--- src/rtl/bypass_fifo_pkg.sv ---
// Shared helpers for the bypass FIFO: constant log2, wrapping pointer increment
// and the per-edge operation encoding.
package bypass_fifo_pkg;

  typedef enum logic [2:0] {
    OP_IDLE,
    OP_CLR,
    OP_BYPASS,
    OP_PUSH,
    OP_POP,
    OP_PUSHPOP
  } fifo_op_e;

  function automatic int unsigned clog2(input int unsigned v);
    int unsigned r;
    r = 0;
    for (int unsigned i = 0; i < 32; i++) begin
      if ((64'd1 << i) < 64'(v)) r = i + 1;
    end
    return r;
  endfunction

  // Explicit wrap so non-power-of-two depths work.
  function automatic int unsigned ptr_next(input int unsigned p, input int unsigned n);
    return (p == n - 1) ? 0 : p + 1;
  endfunction

endpackage

--- src/rtl/bypass_fifo_mem.sv ---
// Storage array for the bypass FIFO: one synchronous write port, one async read port.
module bypass_fifo_mem #(
  parameter int unsigned width = 1,
  parameter int unsigned depth = 2,
  parameter int unsigned aw    = 1
) (
  input  logic             clk_i,
  input  logic             we_i,
  input  logic [aw-1:0]    waddr_i,
  input  logic [width-1:0] wdata_i,
  input  logic [aw-1:0]    raddr_i,
  output logic [width-1:0] rdata_o
);

  logic [width-1:0] mem_q [depth];

  always_ff @(posedge clk_i) begin
    if (we_i) mem_q[waddr_i] <= wdata_i;
  end

  assign rdata_o = mem_q[raddr_i];

endmodule

--- src/rtl/bypass_fifo.sv ---
// Bounded FIFO whose empty state passes an enqueue straight through to the
// dequeue side in the same cycle; otherwise a plain registered FIFO.
module bypass_fifo
  import bypass_fifo_pkg::*;
#(
  parameter int unsigned width   = 1,
  parameter int unsigned depth   = 2,
  parameter int unsigned guarded = 1
) (
  input  logic                      CLK,
  input  logic                      RST,
  input  logic [width-1:0]          D_IN,
  input  logic                      ENQ,
  output logic                      FULL_N,
  output logic [width-1:0]          D_OUT,
  input  logic                      DEQ,
  output logic                      EMPTY_N,
  input  logic                      CLR,
  output logic [clog2(depth+1)-1:0] COUNT,
  output logic                      ERR
);

  localparam int unsigned CW = clog2(depth + 1);
  localparam int unsigned PW = (depth > 1) ? clog2(depth) : 1;

  logic [PW-1:0]    rd_ptr_q, rd_ptr_d, wr_ptr_q, wr_ptr_d;
  logic [CW-1:0]    count_q, count_d;
  logic             err_q, err_d;
  logic             stored, full, enq_bad, deq_bad, mem_we;
  logic [width-1:0] mem_rdata;
  fifo_op_e         op;

  // A single-entry FIFO may swap its only item even though FULL_N is low.
  always_comb begin
    stored  = (count_q != '0);
    full    = (count_q == CW'(depth));
    enq_bad = ENQ & full & ~((depth == 1) & DEQ);
    deq_bad = DEQ & ~stored & ~ENQ;

    op = OP_IDLE;
    if (CLR)                               op = OP_CLR;
    else if (!stored && ENQ && DEQ)        op = OP_BYPASS;
    else if (ENQ && !enq_bad && DEQ && stored) op = OP_PUSHPOP;
    else if (ENQ && !enq_bad)              op = OP_PUSH;
    else if (DEQ && stored)                op = OP_POP;
  end

  always_comb begin
    rd_ptr_d = rd_ptr_q;
    wr_ptr_d = wr_ptr_q;
    count_d  = count_q;
    err_d    = err_q | ((guarded != 0) & (enq_bad | deq_bad));
    case (op)
      OP_CLR: begin
        rd_ptr_d = '0;
        wr_ptr_d = '0;
        count_d  = '0;
        err_d    = 1'b0;
      end
      OP_PUSH: begin
        wr_ptr_d = PW'(ptr_next(32'(wr_ptr_q), depth));
        count_d  = count_q + CW'(1);
      end
      OP_POP: begin
        rd_ptr_d = PW'(ptr_next(32'(rd_ptr_q), depth));
        count_d  = count_q - CW'(1);
      end
      OP_PUSHPOP: begin
        wr_ptr_d = PW'(ptr_next(32'(wr_ptr_q), depth));
        rd_ptr_d = PW'(ptr_next(32'(rd_ptr_q), depth));
      end
      default: ;
    endcase
  end

  always_ff @(posedge CLK or posedge RST) begin
    if (RST) begin
      rd_ptr_q <= '0;
      wr_ptr_q <= '0;
      count_q  <= '0;
      err_q    <= 1'b0;
    end else begin
      rd_ptr_q <= rd_ptr_d;
      wr_ptr_q <= wr_ptr_d;
      count_q  <= count_d;
      err_q    <= err_d;
    end
  end

  assign mem_we = (op == OP_PUSH) || (op == OP_PUSHPOP);

  bypass_fifo_mem #(
    .width(width),
    .depth(depth),
    .aw   (PW)
  ) u_mem (
    .clk_i  (CLK),
    .we_i   (mem_we),
    .waddr_i(wr_ptr_q),
    .wdata_i(D_IN),
    .raddr_i(rd_ptr_q),
    .rdata_o(mem_rdata)
  );

  assign D_OUT   = stored ? mem_rdata : D_IN;
  assign EMPTY_N = stored | ENQ;
  assign FULL_N  = ~full;
  assign COUNT   = count_q;
  assign ERR     = (guarded != 0) & err_q;

endmodule

--- config.mk ---
export PLATFORM = sky130hd
export DESIGN_NAME = bypass_fifo
export DESIGN_NICKNAME = d
export VERILOG_FILES = /design/src/rtl/bypass_fifo_pkg.sv /design/src/rtl/bypass_fifo_mem.sv /design/src/rtl/bypass_fifo.sv
export SDC_FILE = /design/constraint.sdc
export NUM_CORES = 1
export LEC_CHECK = 0
export ABC_AREA = 1
export BUFFER_PORTS_ARGS = -buffer_cell sky130_fd_sc_hd__buf_2
export CORE_AREA = 4 4 41 43
export DETAILED_ROUTE_END_ITERATION = 10
export DIE_AREA = 0 0 45 47
export GPL_TIMING_DRIVEN = 1
export PLACE_DENSITY_LB_ADDON = 0.12
export SETUP_SLACK_MARGIN = 0.2
export SYNTH_ARGS = -nofsm -noshare
export SYNTH_HDL_FRONTEND = slang
export SYNTH_SLANG_ARGS = --single-unit
--- constraint.sdc ---
create_clock -name CLK -period 1.2 [get_ports CLK]
set_input_delay 0.24 -clock CLK [delete_from_list [all_inputs] [get_ports CLK]]
set_output_delay 0.24 -clock CLK [all_outputs]
set_load 0.03 [all_outputs]
==> impl_summary.log, run 1 <==
INFO  metric maxSlewHeadroom = 82.6%
INFO  metric maxSlewViolCount = 0
INFO  metric ant_nets = 0
INFO  metric clock_latency = 0.27 ns
INFO  metric cts_made_buffers = 3
INFO  metric final-hold-violation-count = 0
INFO  metric timing_worst_setup_path_type = flop to output pin
INFO  metric final-instance-count-excl-fill = 96
INFO  metric cts.sink_count = 7
INFO  metric p_leak = 0.366 nW
INFO  metric arrival = 1.14 ns
INFO  metric period_minus_slack = 1.38 ns
INFO  metric synth_nets = 57
INFO  metric area_fraction_in_and_or_nand_and_nor_cells_after_synthesis = 32.3%
INFO  metric cp_slowest_cell = sky130_fd_sc_hd__dfrtp_2
INFO  metric grt_max_degree = 6
INFO  metric antenna-diode-count = 0
INFO  metric synth_top_family_by_area = simple AND/OR/NAND/NOR gates
INFO  metric worstSetupStartpointType = flop
INFO  metric ff2ff_setup_slack = -0.15 ns
INFO  metric crit_share_post_route = 115%
INFO  metric worst_hold_startpoint = CLR
INFO  metric nets = 88
INFO  metric violations = negative setup slack
INFO  metric first_global_vias = 436
INFO  metric setup-violations-final = 12
INFO  metric multiplexer_share_of_the_synthesized_area = 0%
INFO  metric setup_ws = -0.182 ns
INFO  metric syn2layout_area_growth = 68.0%
INFO  metric max_stage_delay = 0.43 ns
INFO  metric drive_gt1_share = between 50% and 60%
INFO  metric detail_route.wirelength = between 1 and 1.5 mm
INFO  metric detail_route.iter0.violations = 17
INFO  metric cts.htree.levels = 1
INFO  metric dp.final_hpwl = 762 µm
INFO  metric synthAdderAreaFrac = 0%
INFO  metric clk_pin_slew = 0.06 ns
INFO  metric buffer_ports.inserted = 11
INFO  metric power_per_cell_area = between 2000 and 3000 nW/µm²
INFO  metric worst_setup_path_startpoint = COUNT[1]$_DFFE_PP0P_
INFO  metric chipHeight = 47 µm
INFO  metric std_cell_rows = 13
INFO  metric irDropWorstVdd = between 1000 and 1500 µV
INFO  metric worstHoldPathCells = 2
INFO  metric end_kind = output pin
INFO  metric grt_pass1_wl = 1.84 mm
INFO  metric die_width = 45 µm
INFO  metric wire_per_inst = 11.2 µm
INFO  metric final_core_util = 54.4%
INFO  metric initial_util = 32.4%
INFO  metric core_area = 1300 µm²
INFO  metric worst-endpoint-required = 0.96 ns
INFO  metric worstMarginPinSlew = 0.259 ns
INFO  metric synth_cell_types = 18
INFO  metric reg2regPathDepth = 4
INFO  metric syn_area = between 400 and 500 µm²
INFO  metric grt_antenna_before_repair = 0
INFO  metric timing.fmax = 724 MHz
INFO  metric timing.hold.worst.class = primary input to flop
INFO  metric rr_endpoint = u_mem.mem_q[1]$_DFFE_PP_
INFO  metric yosys_warnings = 0
INFO  metric worstReg2RegStart = COUNT[1]$_DFFE_PP0P_
INFO  metric crit_path_cell_trace = nor2_4 -> nand2_1 -> o21ai_2 -> buf_6
INFO  metric postSynthCellCount = 51
INFO  metric end_point_of_the_worst_hold_path = ERR$_DFF_PP0_
INFO  metric floorplan.io_pins = 12
INFO  metric postSynthRegisterBits = 7
INFO  metric synth_seq_area_share = a little over two fifths
INFO  metric pre_cts_ws = -0.0432 ns
INFO  metric synth-xor-area-share = 0%
INFO  metric layout_filler_cell_count = 129
INFO  metric overall_overflow_remaining_after_global_route = 0
INFO  metric post-place-cells = 82
INFO  metric tritoncts = done
INFO  metric first_pass_iters = 4
INFO  metric route.detailed.vias_per_inst = 4.71
INFO  metric synth_compound_area_share = between 10% and 20%
INFO  metric cts.root.buffer_cell = sky130_fd_sc_hd__clkbuf_4
INFO  metric die_area = 2120 µm²
INFO  metric cap_violations = 0
INFO  metric route.vias.total = 452
INFO  metric synthesis.area_per_instance = 8.27 µm²
INFO  metric place.gp.congestion = 0.736
INFO  metric grt_usage = 13.1%
INFO  metric run_status = finished with violations
INFO  metric fin_skew = 0.00842 ns
INFO  metric residual_drc_count = 0
INFO  metric cts_buffer_depth = 2
INFO  metric worstPathMaxFanout = 4
INFO  metric grt_setup_unrepaired = yes
## state kept, by name, summed over array words and instances, names as in the netlist
signal       flops
ERR              1
wr_ptr_q         1
COUNT            2
u_mem.mem_q      2
rd_ptr_q         1
## synth_stat cells
library cell,number,area (µm²)
sky130_fd_sc_hd__a21o_2,1,8.76
sky130_fd_sc_hd__a21oi_1,3,15.0
sky130_fd_sc_hd__a21oi_4,1,16.3
sky130_fd_sc_hd__dfrtp_1,5,125
sky130_fd_sc_hd__edfxtp_1,2,60.1
sky130_fd_sc_hd__inv_1,9,33.8
sky130_fd_sc_hd__inv_2,1,3.75
sky130_fd_sc_hd__nand2_1,11,41.3
sky130_fd_sc_hd__nand2_2,3,18.8
sky130_fd_sc_hd__nand3_1,1,5.00
sky130_fd_sc_hd__nand4_1,2,12.5
sky130_fd_sc_hd__nand4_2,1,12.5
sky130_fd_sc_hd__nor2_1,5,18.8
sky130_fd_sc_hd__nor2_4,1,11.3
sky130_fd_sc_hd__nor3_4,1,16.3
sky130_fd_sc_hd__o211ai_1,1,7.51
sky130_fd_sc_hd__o21ai_0,2,10.0
sky130_fd_sc_hd__o21ai_1,1,5.00
## through the flow
step / hold WS (ns) / total power, mW / instance area (µm²) / setup TNS, ns
after global routing: 0.183 / 1.95 / 708 / -1.95
final: 0.192 / 1.80 / 708 / -1.17
after detailed placement: 0.159 / 1.22 / 539 / -0.0928
after global placement: 0.161 / 1.23 / 539 / -0.0942
after floorplan: 0.0184 / 0.953 / 428 / -0.215
after CTS: 0.189 / 1.71 / 652 / -0.885
## cell type report
cell class / count / area (µm²) / area share [%]
Sequential cell: 7 / 188 / 26.5
Tap cell: 15 / 18.8 / 2.65
Clock buffer: 4 / 26.3 / 3.71
Inverter: 10 / 37.5 / 5.30
Multi-Input combinational cell: 34 / 219 / 30.9
Timing Repair Buffer: 26 / 219 / 30.9
## cell usage in the layout (no fill, tap or decap), drive strengths merged
master,count
nand4,3
dfrtp,5
nor2,6
nor3,1
buf,25
inv,10
a21o,1
clkbuf,4
o211ai,1
nand2,14
nand3,1
edfxtp,2
o21ai,3
a21oi,4
dlygate4sd3,1
## critical path: cells and delay by family (launching register included)
| family | cells | cell delay, ns |
|---|---|---|
| simple gates | 2 | 0.23 |
| buf+inv | 1 | 0.14 |
| compound gates | 1 | 0.06 |
| flops | 1 | 0.43 |
## repair_timing
item | in CTS | in global routing
buffers inserted | 3 | 6
hold buffers | 1 | 0
gates cloned | 0 | 0
pin swaps | 5 | 2
gates resized for setup | 15 | 3
hold endpoints to repair | 5 | 0
setup endpoints to repair | 13 | 13
## per-layer routing
metal	up-vias	part of all wire, %	global-route usage (%)
met1	204	50	16.6
li1	226	-	-
met2	16	41	17.5
met3	6	4.7	2.68
met5	-	0	0
met4	0	4.5	14.0
## power by group
| group | internal [mW] | switching (mW) | total (mW) |
|---|---|---|---|
| Combinational | 0.566 | 0.614 | 1.18 |
| Clock | 0.128 | 0.100 | 0.228 |
| Sequential | 0.319 | 0.0717 | 0.391 |
| Total | 1.01 | 0.786 | 1.80 |
## worst max path at each step
stage | endpoint | slack, ns | cells after the start
final | D_OUT | -0.18 | 4
after CTS | D_OUT | -0.19 | 4
after global routing | D_OUT | -0.25 | 4
after detailed placement | u_mem.mem_q[1]$_DFFE_PP_ | -0.04 | 4
after floorplan | u_mem.mem_q[0]$_DFFE_PP_ | -0.1 | 4
after global placement | u_mem.mem_q[0]$_DFFE_PP_ | -0.05 | 4
## kinds of logic (layout without fill, tap and decap cells)
logic type	Yosys count	count (layout)
AO/OA/AOI/OAI	9	9
flip-flops	7	7
buffers and inverters	10	40
AND/OR/NAND/NOR	25	25
No activity file was read; power rests on OpenSTA's default activity.
==> run 2: changes to the inputs <==
--- a/config.mk
+++ b/config.mk
@@ -12,6 +12,7 @@
 export DIE_AREA = 0 0 45 47
 export GPL_TIMING_DRIVEN = 1
 export PLACE_DENSITY_LB_ADDON = 0.12
+export REMOVE_ABC_BUFFERS = 1
 export SETUP_SLACK_MARGIN = 0.2
 export SYNTH_ARGS = -nofsm -noshare
 export SYNTH_HDL_FRONTEND = slang
==> run 2 against run 1 <==
- the flow still finishes with violations (negative setup slack)
- largest power group unchanged
- cell area increased by 5.8%
- highest routed layer unchanged
- cell count increased by 1.0%
- maximum frequency decreased by 1.9%
- non-clock buffer count increased by 1
- clock power about the same
==> impl_summary.log, run 2 (synthesized netlist as in run 1, its figures left out) <==
INFO  metric worst-endpoint-required = 0.96 ns (about the same)
INFO  metric place.gp.congestion = 0.836 (+14%)
INFO  metric clock_latency = 0.26 ns (about the same)
INFO  metric violations = negative setup slack
INFO  metric irDropWorstVdd = 1440 µV (+34%)
INFO  metric syn2layout_area_growth = 77.7%
INFO  metric cts.root.buffer_cell = sky130_fd_sc_hd__clkbuf_4
INFO  metric setup_ws = -0.209 ns (-0.0270 ns)
INFO  metric cp_slowest_cell = sky130_fd_sc_hd__dfrtp_2
INFO  metric post-place-cells = 84 (+2.4%)
INFO  metric die_width = 45 µm (unchanged)
INFO  metric cts.sink_count = 7 (unchanged)
INFO  metric floorplan.io_pins = 12 (unchanged)
INFO  metric nets = 89 (+1.1%)
INFO  metric timing.hold.worst.class = primary input to flop
INFO  metric end_kind = output pin
INFO  metric die_area = 2120 µm² (unchanged)
INFO  metric period_minus_slack = 1.41 ns (+0.0270 ns)
INFO  metric crit_path_cell_trace = nor2_4 -> nand2_1 -> o21ai_1 -> buf_4
INFO  metric initial_util = 32.4% (unchanged)
INFO  metric power_per_cell_area = 2610 nW/µm² (+2.8%)
INFO  metric worstPathMaxFanout = 5 (+1)
INFO  metric grtUsageMet1 = 15.9% (-0.65 points)
INFO  metric max_stage_delay = 0.44 ns (about the same)
INFO  metric core_area = 1300 µm² (unchanged)
INFO  metric grt_setup_unrepaired = yes
INFO  metric tritoncts = done
INFO  metric layout_filler_cell_count = 128 (-0.78%)
INFO  metric mostFrequentLayoutCells = sky130_fd_sc_hd__buf_6 (12), sky130_fd_sc_hd__inv_1 (9), sky130_fd_sc_hd__buf_4 (9)
INFO  metric drive_gt1_share = 54.9% (+3.0 points)
INFO  metric route.detailed.vias_per_inst = 4.61 (-2.1%)
INFO  metric maxSlewHeadroom = 83.0% (+0.39 points)
INFO  metric overall_overflow_remaining_after_global_route = 0 (unchanged)
INFO  metric clk_pin_slew = 0.06 ns (about the same)
INFO  metric grt_max_degree = 6 (unchanged)
INFO  metric dp.final_hpwl = 748 µm (-1.9%)
INFO  metric fin_skew = 0.00652 ns (-0.00189 ns)
INFO  metric crit_share_post_route = 117% (+2.3 points)
INFO  metric first_global_vias = 458 (+5.0%)
INFO  metric wire_per_inst = 11.3 µm (+1.6%)
INFO  metric route.vias.total = 447 (-1.1%)
INFO  metric cts.htree.levels = 1 (unchanged)
INFO  metric final-instance-count-excl-fill = 97 (+1.0%)
INFO  metric arrival = 1.17 ns (+0.03 ns)
INFO  metric run_status = finished with violations
INFO  metric ant_nets = 0 (unchanged)
INFO  metric met3_usage = 4.98% (+2.3 points)
INFO  metric detail_route.iter0.violations = 9 (-8)
INFO  metric std_cell_rows = 13 (unchanged)
INFO  metric most_frequent_standard_cell_in_the_layout_excluding_fill_and_tap_cells = sky130_fd_sc_hd__buf_6
INFO  metric cts_buffer_depth = 2 (unchanged)
INFO  metric p_leak = 0.381 nW (+4.1%)
INFO  metric grt_use_met2 = 22.3% (+4.8 points)
INFO  metric worstSetupStartpointType = flop
INFO  metric first_pass_iters = 4 (unchanged)
INFO  metric grt_antenna_before_repair = 0 (unchanged)
INFO  metric grt_pass1_wl = 2.01 mm (+9.0%)
INFO  metric residual_drc_count = 0 (unchanged)
INFO  metric cap_violations = 0 (unchanged)
INFO  metric setup-tns-final = -1.21 ns (-0.0400 ns)
INFO  metric detail_route.wirelength = 1.10 mm (+2.6%)
INFO  metric setup-violations-final = 11 (-1)
INFO  metric maxSlewViolCount = 0 (unchanged)
INFO  metric worstMarginPinSlew = 0.254 ns (-0.00548 ns)
INFO  metric grt-busiest-layer = met2
INFO  metric chipHeight = 47 µm (unchanged)
INFO  metric grt_usage = 13.3% (+0.19 points)
INFO  metric cts_made_buffers = 3 (unchanged)
INFO  metric final-hold-violation-count = 0 (unchanged)
INFO  metric timing_worst_setup_path_type = flop to output pin
INFO  metric antenna-diode-count = 0 (unchanged)
INFO  metric buffer_ports.inserted = 11 (unchanged)
INFO  metric timing.fmax = 710 MHz (-1.9%)
## run 2: cell count changes in the layout (fill, tap and decap cells not counted), sizes merged
cell and delta:
buf +1
## run 2: cell type report
class	count	area (µm²)	area share (%)
multi-input combinational	34	241	32.2
tap	15	18.8	2.50
clock buffer	4	26.3	3.51
sequential	7	188	25.0
timing repair buffer	27	238	31.7
inverter	10	37.5	5.01
## run 2: worst max-delay path: cells and delay by family, from the launching register on
kind | cells | cell delay, ns
flip-flops | 1 | 0.44
AND/OR/NAND/NOR | 2 | 0.23
buffers and inverters | 1 | 0.17
AO/OA/AOI/OAI | 1 | 0.07
## run 2: per-stage QoR
step                setup slack (ns)  area, µm²  hold slack [ns]  total power, mW  utilization (%)
global placement             -0.0896        548            0.160             1.25             42.1
CTS                           -0.203        722            0.187             1.87             55.5
global route                  -0.242        749            0.191             2.09             57.6
detailed placement           -0.0765        548            0.158             1.25             42.1
finish                        -0.209        749            0.191             1.96             57.6
floorplan                     -0.489        422           0.0185            0.919                -
## run 2: layer usage
metal  up-vias  part of all wire [%]
li1        228                     -
met1       202                    45
met4         0                   1.1
met3         2                   5.8
met2        15                    48
met5         -                     0
## run 2: timing repair
action,4_1_cts,5_1_grt
resized for setup,25,6
setup buffers,7,1
pin swaps,8,4
cloned,0,0
endpoints found under the setup margin,12,13
hold buffers,1,0
hold endpoints to repair,5,0
## run 2: worst paths after layout
| path | end | slack [ns] | cells past startpoint | startpoint |
|---|---|---|---|---|
| setup / recovery | D_OUT | -0.21 | 4 | COUNT[0]$_DFFE_PP0P_ |
| hold / removal | u_mem.mem_q[0]$_DFFE_PP_ | 0.19 | 1 | D_IN |
| setup reg to reg | u_mem.mem_q[0]$_DFFE_PP_ | -0.09 | 4 | COUNT[1]$_DFFE_PP0P_ |
| hold reg to reg | rd_ptr_q$_DFFE_PP0P_ | 0.50 | 1 | rd_ptr_q$_DFFE_PP0P_ |
| max in group asynchronous | COUNT[0]$_DFFE_PP0P_ | 0.57 | 3 | RST |
| min in group asynchronous | COUNT[1]$_DFFE_PP0P_ | 0.43 | 3 | RST |
## run 2: where the power goes
group          switching, mW  total (mW)  internal (mW)
clock network         0.0975       0.225          0.128
registers             0.0747       0.394          0.319
logic                  0.671        1.34          0.667
total                  0.843        1.96           1.11
